[src/rtl/audio_sample_packetizer_if.sv]
`default_nettype none
// ============================================================================
//  audio_sample_packetizer_if
//  Sample-input / packet-output bundle of the audio sample packetizer.
//  Revision: 1.0
// ============================================================================
interface audio_sample_packetizer_if #(
    parameter int CHANNELS     = 2,
    parameter int SAMPLE_WIDTH = 24
);
    logic                             sample_valid;
    logic [CHANNELS*SAMPLE_WIDTH-1:0] sample_word;
    logic                             sample_ready;
    logic                             packet_request;
    logic                             busy;
    logic                             packet_valid;
    logic [23:0]                      header;
    logic [3:0][55:0]                 sub;
    logic                             overflow;

    modport master (
        output sample_valid, sample_word, packet_request,
        input  sample_ready, busy, packet_valid, header, sub, overflow
    );

    modport slave (
        input  sample_valid, sample_word, packet_request,
        output sample_ready, busy, packet_valid, header, sub, overflow
    );
endinterface
`default_nettype wire

[src/rtl/audio_sample_packetizer.sv]
`default_nettype none
// ============================================================================
//  audio_sample_packetizer
//  Buffers PCM samples and assembles IEC 60958 audio sample packets on request.
//  Revision: 1.0
// ============================================================================
module audio_sample_packetizer #(
    parameter int         CHANNELS           = 2,
    parameter int         SAMPLE_WIDTH       = 24,
    parameter int         FIFO_DEPTH         = 8,
    parameter logic [3:0] SAMPLING_FREQUENCY = 4'b0000,
    parameter logic [3:0] WORD_LENGTH        = 4'b1011
) (
    input  wire logic                clk_pixel,
    input  wire logic                reset,
    audio_sample_packetizer_if.slave bus
);
    localparam int C_WORD_W = CHANNELS * SAMPLE_WIDTH;
    localparam int C_ADDR_W = $clog2(FIFO_DEPTH);
    localparam int C_PAD    = 24 - SAMPLE_WIDTH;
    localparam int C_PAIRS  = CHANNELS / 2;
    localparam bit C_LAYOUT = (CHANNELS == 8);

    typedef enum logic [1:0] {
        IDLE     = 2'd0,
        ASSEMBLE = 2'd1,
        EMIT     = 2'd2
    } state_t;

    // Channel-status bit at a given frame for a 1-based channel number.
    function automatic logic cs_bit(input logic [3:0] chan_num, input logic [7:0] frame);
        logic r;
        r = 1'b0;
        if (frame == 8'd2)                         r = 1'b1;
        else if (frame >= 8'd20 && frame <= 8'd23) r = chan_num[frame[1:0]];
        else if (frame >= 8'd24 && frame <= 8'd27) r = SAMPLING_FREQUENCY[frame[1:0]];
        else if (frame >= 8'd32 && frame <= 8'd35) r = WORD_LENGTH[frame[1:0]];
        return r;
    endfunction

    function automatic logic [55:0] pack_sub(input logic [SAMPLE_WIDTH-1:0] s0,
                                             input logic [SAMPLE_WIDTH-1:0] s1,
                                             input logic [3:0]              num0,
                                             input logic [7:0]              frame);
        logic [23:0] f0, f1;
        logic        c0, c1;
        f0 = 24'(s0) << C_PAD;
        f1 = 24'(s1) << C_PAD;
        c0 = cs_bit(num0, frame);
        c1 = cs_bit(num0 + 4'd1, frame);
        return {^f1 ^ c1, c1, 2'b00, ^f0 ^ c0, c0, 2'b00, f1, f0};
    endfunction

    logic [C_WORD_W-1:0] r_mem [FIFO_DEPTH];
    logic [C_ADDR_W-1:0] r_wr_ptr;
    logic [C_ADDR_W-1:0] r_rd_ptr;
    logic [C_ADDR_W:0]   r_count;
    logic                r_overflow;

    state_t              r_state;
    logic [2:0]          r_k;
    logic [1:0]          r_slot;
    logic [7:0]          r_frame;
    logic [3:0][55:0]    r_build;
    logic [3:0]          r_bflag;
    logic [23:0]         r_header;
    logic [3:0][55:0]    r_sub;
    logic                r_packet_valid;

    logic                w_full;
    logic                w_push;
    logic                w_pop;
    logic                w_last;
    logic [2:0]          w_k;
    logic [C_WORD_W-1:0] w_entry;
    logic [55:0]         w_fill [4];
    logic [3:0][55:0]    w_build_next;
    logic [3:0]          w_bflag_next;
    logic [3:0]          w_present;

    assign w_full  = (r_count == (C_ADDR_W+1)'(FIFO_DEPTH));
    assign w_push  = bus.sample_valid && !w_full;
    assign w_pop   = (r_state == ASSEMBLE);
    assign w_entry = r_mem[r_rd_ptr];
    assign w_last  = ({1'b0, r_slot} == (r_k - 3'd1));

    always_comb begin
        w_k = 3'd0;
        if (C_LAYOUT) w_k = (r_count != '0) ? 3'd1 : 3'd0;
        else          w_k = (r_count >= (C_ADDR_W+1)'(4)) ? 3'd4 : 3'(r_count);
    end

    // Subpacket p carries channel pair (2p, 2p+1) of the entry at the FIFO head.
    for (genvar p = 0; p < 4; p++) begin : g_pair
        if (p < C_PAIRS) begin : g_used
            assign w_fill[p] = pack_sub(w_entry[2*p*SAMPLE_WIDTH +: SAMPLE_WIDTH],
                                        w_entry[(2*p+1)*SAMPLE_WIDTH +: SAMPLE_WIDTH],
                                        4'(2*p+1), r_frame);
        end else begin : g_unused
            assign w_fill[p] = '0;
        end
    end

    always_comb begin
        w_build_next = r_build;
        w_bflag_next = r_bflag;
        w_present    = 4'b1111;
        if (C_LAYOUT) begin
            for (int p = 0; p < 4; p++) w_build_next[p] = w_fill[p];
            w_bflag_next = {3'b000, r_frame == 8'd0};
        end else begin
            w_build_next[r_slot] = w_fill[0];
            w_bflag_next[r_slot] = (r_frame == 8'd0);
            w_present            = 4'((5'd1 << r_k) - 5'd1);
        end
    end

    always_ff @(posedge clk_pixel) begin
        if (w_push) r_mem[r_wr_ptr] <= bus.sample_word;
    end

    // A push arriving while full is lost even if a pop frees a slot this cycle.
    always_ff @(posedge clk_pixel or posedge reset) begin
        if (reset) begin
            r_wr_ptr   <= '0;
            r_rd_ptr   <= '0;
            r_count    <= '0;
            r_overflow <= 1'b0;
        end else begin
            if (w_push) r_wr_ptr <= r_wr_ptr + 1'b1;
            if (w_pop)  r_rd_ptr <= r_rd_ptr + 1'b1;
            if (bus.sample_valid && w_full) r_overflow <= 1'b1;
            r_count <= r_count + {{C_ADDR_W{1'b0}}, w_push} - {{C_ADDR_W{1'b0}}, w_pop};
        end
    end

    always_ff @(posedge clk_pixel or posedge reset) begin
        if (reset) begin
            r_state        <= IDLE;
            r_k            <= '0;
            r_slot         <= '0;
            r_frame        <= '0;
            r_build        <= '0;
            r_bflag        <= '0;
            r_header       <= '0;
            r_sub          <= '0;
            r_packet_valid <= 1'b0;
        end else begin
            r_packet_valid <= 1'b0;
            case (r_state)
                IDLE: begin
                    if (bus.packet_request && (w_k != 3'd0)) begin
                        r_k     <= w_k;
                        r_slot  <= '0;
                        r_build <= '0;
                        r_bflag <= '0;
                        r_state <= ASSEMBLE;
                    end
                end
                ASSEMBLE: begin
                    r_frame <= (r_frame == 8'd191) ? 8'd0 : r_frame + 8'd1;
                    r_slot  <= r_slot + 2'd1;
                    r_build <= w_build_next;
                    r_bflag <= w_bflag_next;
                    if (w_last) begin
                        r_sub          <= w_build_next;
                        r_header       <= {w_bflag_next, 4'b0000, 3'b000, C_LAYOUT, w_present, 8'h02};
                        r_packet_valid <= 1'b1;
                        r_state        <= EMIT;
                    end
                end
                EMIT:    r_state <= IDLE;
                default: r_state <= IDLE;
            endcase
        end
    end

    assign bus.sample_ready = !w_full;
    assign bus.busy         = (r_state != IDLE);
    assign bus.packet_valid = r_packet_valid;
    assign bus.header       = r_header;
    assign bus.sub          = r_sub;
    assign bus.overflow     = r_overflow;
endmodule
`default_nettype wire

[src/flat_wrapper.sv]
// flat-port wrapper written by rule: the top's interface ports become plain ports
module audio_sample_packetizer_flat 
#(
    parameter int         CHANNELS           = 2,
    parameter int         SAMPLE_WIDTH       = 24,
    parameter int         FIFO_DEPTH         = 8,
    parameter logic [3:0] SAMPLING_FREQUENCY = 4'b0000,
    parameter logic [3:0] WORD_LENGTH        = 4'b1011
)
  (clk_pixel, reset, bus_sample_valid, bus_sample_word, bus_packet_request, bus_sample_ready, bus_busy, bus_packet_valid, bus_header, bus_sub, bus_overflow);
  audio_sample_packetizer_if #(.CHANNELS(CHANNELS), .SAMPLE_WIDTH(SAMPLE_WIDTH)) bus_i ();
  input  wire logic clk_pixel;
  input  wire logic reset;
  input wire logic [$bits(bus_i.sample_valid)-1:0] bus_sample_valid;
  input wire logic [$bits(bus_i.sample_word)-1:0] bus_sample_word;
  input wire logic [$bits(bus_i.packet_request)-1:0] bus_packet_request;
  output wire logic [$bits(bus_i.sample_ready)-1:0] bus_sample_ready;
  output wire logic [$bits(bus_i.busy)-1:0] bus_busy;
  output wire logic [$bits(bus_i.packet_valid)-1:0] bus_packet_valid;
  output wire logic [$bits(bus_i.header)-1:0] bus_header;
  output wire logic [$bits(bus_i.sub)-1:0] bus_sub;
  output wire logic [$bits(bus_i.overflow)-1:0] bus_overflow;
  assign bus_i.sample_valid = bus_sample_valid;
  assign bus_i.sample_word = bus_sample_word;
  assign bus_i.packet_request = bus_packet_request;
  assign bus_sample_ready = bus_i.sample_ready;
  assign bus_busy = bus_i.busy;
  assign bus_packet_valid = bus_i.packet_valid;
  assign bus_header = bus_i.header;
  assign bus_sub = bus_i.sub;
  assign bus_overflow = bus_i.overflow;
  audio_sample_packetizer #(.CHANNELS(CHANNELS), .SAMPLE_WIDTH(SAMPLE_WIDTH), .FIFO_DEPTH(FIFO_DEPTH), .SAMPLING_FREQUENCY(SAMPLING_FREQUENCY), .WORD_LENGTH(WORD_LENGTH)) u_core (.clk_pixel(clk_pixel), .reset(reset), .bus(bus_i));
endmodule
[config.mk]
export PLATFORM = sky130hd
export DESIGN_NAME = audio_sample_packetizer_flat
export DESIGN_NICKNAME = d
export VERILOG_FILES = /design/src/rtl/audio_sample_packetizer_if.sv /design/src/rtl/audio_sample_packetizer.sv /design/src/flat_wrapper.sv
export SDC_FILE = /design/constraint.sdc
export NUM_CORES = 2
export LEC_CHECK = 0
export BUFFER_PORTS_ARGS = -buffer_cell sky130_fd_sc_hd__buf_4
export CAP_MARGIN = 10
export CORE_MARGIN = 1
export CORE_UTILIZATION = 60
export CTS_CLUSTER_SIZE = 10
export DETAILED_ROUTE_END_ITERATION = 16
export PLACE_DENSITY = 0.88
export SYNTH_ARGS = -nofsm -noshare
export SYNTH_HDL_FRONTEND = slang
export SYNTH_SLANG_ARGS = --single-unit
[constraint.sdc]
create_clock -name clk_pixel -period 20.9 [get_ports clk_pixel]
set_input_delay 3.135 -clock clk_pixel [delete_from_list [all_inputs] [get_ports clk_pixel]]
set_output_delay 3.135 -clock clk_pixel [all_outputs]
set_load 0.02 [all_outputs]
==> results_dict.tcl <==
set metrics [dict create \
    path_buf_inv 1 \
    avgViaCountPerCell 6.40 \
    die_w_um 245 \
    grt_antenna_before_repair 2 \
    drc 0 \
    synth_area_leaders "dfrtp_1 34%, edfxtp_1 33%, mux4_2 6.0%" \
    clock_sinks 872 \
    die_area_um2 60100 \
    synth-main-ff-cell "dfrtp_1" \
    core_um2 58000 \
    cts_max_path_buffers 3 \
    wl_per_cell_um 25.5 \
    syn_area_um2 35500 \
    cp_slowest_cell "dfrtp_4" \
    synth_cells 2599 \
    ioPinCount 304 \
    grt_pass1_vias 23100 \
    max-cap-violations 0 \
    timing.critical_path.cells "buf_4 > mux4_2 > mux2i_1 > xnor2_1 > xnor3_1 > xnor3_2 > mux2i_1 > a21oi_1" \
    start_kind "flip-flop" \
    critPathMaxStageDelay_ns 1.09 \
    start_util_pct 61.1 \
    critPathKind "reg -> reg" \
    gp_congestion 0.887 \
    synthArstFlopShare_pct 56.0 \
    critPathArrivalTime_ns 5.41 \
    drt-total-wl_mm 92.6 \
    setup_tns_ns 0 \
    min-delay-path-class "reg -> reg" \
    num-fill-cells 3513 \
    cp_top_family "multiplexers" \
    grt_max_degree 189 \
    ant_nets 0 \
    ys_warn_count 0 \
    numPortBuffers 288 \
    synthTopCellsByCount "488 x dfrtp_1, 451 x nand2_1, 414 x o21ai_0" \
    yosysTopAreaCell "dfrtp_1" \
    gr-total-overflow 0 \
    finalMaxSlewViolations 0 \
    num_rows 88 \
    tritoncts "built" \
    holdBufCountCts 0 \
    synth_edf_count 384 \
    multi_input_area_um2 10900 \
    max_slew.worst_pin.slew_ns 1.06 \
    critPathMaxFanout 50 \
    hold_violations 0 \
    yosysSeqAreaShare_pct 66.9 \
    status "complete, no violations" \
    slew_headroom_pct 27.3 \
    end_kind "flip-flop" \
    finalSetupViolCount 0 \
    postCtsResizedCells 0 \
    synth_top_area_share_pct 34.4 \
    fin_nets 2905 \
    skew_ns 0.0329 \
    cts_buffers 97 \
    synth.avg_cell_area_um2 13.6 \
    fmax_mhz 203 \
    first_pass_iters 9 \
    crit_required_ns 21.39 \
    vias 23200 \
    track_usage_pct 31.1 \
    layout-drive-gt1-share_pct 20.7 \
    root_buffer "clkbuf_16" \
    post-dp-hpwl_mm 57.3 \
    rsz0062_at_grt "false" \
    first_iter_violations 2983 \
    area.growth.synth_to_final_pct 14.8 \
    insertion_delay_ns 0.65 \
    die_h_um 245 \
    h-tree-depth 3 \
    grt_pass1_wl_mm 140 \
    regArea_um2 23800 \
    clkSlewWorstSetupHoldPaths_ns 0.06 \
    post_cts_buffers 0 \
    ys_types 48 \
    cpMostUsedCell "mux2i_1" \
    post-route-period-util_pct 23.5 \
    finalCriticalPeriod_ns 4.92 \
    synth-seq-cells 872 \
    synth.most_common_cell "dfrtp_1" \
]
## worst reg2reg max path, stage by stage, from the launching register on
cell and delay (ns):
dfrtp_4 1.09, buf_4 0.90, mux4_2 0.63, mux2i_1 0.84, xnor2_1 0.20, xnor3_1 0.31, xnor3_2 0.50, mux2i_1 0.20
a21oi_1 0.09
## worst paths after layout
check                                     start                   end  slack [ns]  cells past startpoint
max                          u_core.r_rd_ptr[0]   u_core.bus.sub[219]       15.98                      8
min                        u_core.bus.header[1]  u_core.bus.header[1]        0.47                      1
max reg2reg                  u_core.r_rd_ptr[0]   u_core.bus.sub[219]       15.98                      8
min reg2reg                u_core.bus.header[1]  u_core.bus.header[1]        0.47                      1
max in group asynchronous                 reset    u_core.r_build[61]       16.50                      3
min in group asynchronous                 reset   u_core.bus.sub[146]        2.72                      2
## layout by cell type, fill, tap and decap left out, types with 8 or more instances in the layout
| cell | Yosys | routed |
|---|---|---|
| o21ai_1 | 8 | 8 |
| ha_1 | 22 | 18 |
| a21oi_1 | 22 | 18 |
| conb_1 | 1 | 15 |
| a22o_1 | 192 | 192 |
| clkbuf_16 | 0 | 100 |
| nand3b_1 | 16 | 16 |
| xnor2_1 | 42 | 42 |
| clkbuf_1 | 137 | 25 |
| nor2_1 | 77 | 71 |
| edfxtp_1 | 384 | 384 |
| mux4_2 | 94 | 94 |
| dfrtp_1 | 488 | 485 |
| inv_1 | 21 | 20 |
| nand3_1 | 26 | 26 |
| and3_1 | 17 | 17 |
| mux2i_2 | 16 | 16 |
| mux2i_4 | 26 | 26 |
| mux2i_1 | 26 | 26 |
| nand2_1 | 451 | 450 |
| o21ai_0 | 414 | 414 |
| xor2_1 | 11 | 11 |
| buf_4 | 16 | 317 |
## metrics by stage
stage / cell area (µm²) / instances / hold slack [ns] / utilization [%] / setup slack (ns)
2_1_floorplan: 35500 / 2613 / 0.461 / - / 4.15
3_3_place_gp: 38100 / 3496 / 0.455 / 65.6 / 15.85
3_5_place_dp: 38100 / 3496 / 0.457 / 65.6 / 15.71
4_1_cts: 40700 / 3625 / 0.468 / 70.2 / 16.02
5_1_grt: 40700 / 3625 / 0.497 / 70.2 / 15.76
6_report: 40700 / 3626 / 0.467 / 70.2 / 15.98
## cells by family (layout without fill, tap and decap cells)
group | after synthesis | count (layout) | synth area share (%)
buffers and inverters | 221 | 468 | 3.01
other | 1 | 16 | 0.0106
flip-flops | 872 | 872 | 66.9
AND/OR/NAND/NOR | 610 | 610 | 6.99
adder cells (fa/ha/maj) | 23 | 23 | 0.833
AO/OA/AOI/OAI | 642 | 642 | 11.1
XOR/XNOR | 64 | 64 | 1.89
multiplexers | 166 | 166 | 9.19
## layout make-up
cell class,count,area share (%)
multi-input cells,1520,26.7
diodes,1,0.00614
clock inverters,4,0.166
well taps,765,2.35
repair buffers,318,5.89
inverters,21,0.212
clock buffers,125,6.37
flip-flops and latches,872,58.3
## routing by layer
| layer | GRT usage, % | part of all wire [%] | up-vias |
|---|---|---|---|
| met5 | 0 | 0.014 | - |
| met2 | 49.3 | 49 | 1413 |
| met3 | 6.98 | 9.6 | 247 |
| li1 | - | - | 9799 |
| met4 | 12.2 | 3.8 | 2 |
| met1 | 42.2 | 38 | 11700 |
## state kept, by name, indices dropped and copies added (netlist names)
| name | count |
|---|---|
| u_core.r_mem | 384 |
| u_core.bus.sub | 224 |
| u_core.r_build | 224 |
| u_core.bus.header | 9 |
| u_core.r_frame | 8 |
| u_core.r_bflag | 4 |
| u_core.r_count | 4 |
| u_core.r_k | 3 |
| u_core.r_rd_ptr | 3 |
| u_core.r_wr_ptr | 3 |
| u_core.r_slot | 2 |
| u_core.r_state | 2 |
| u_core.bus.overflow | 1 |
| u_core.bus.packet_valid | 1 |
Power is left out: the tool's default activity adds up to more than one toggle a clock period on the data nets, which glitch-free logic cannot reach.
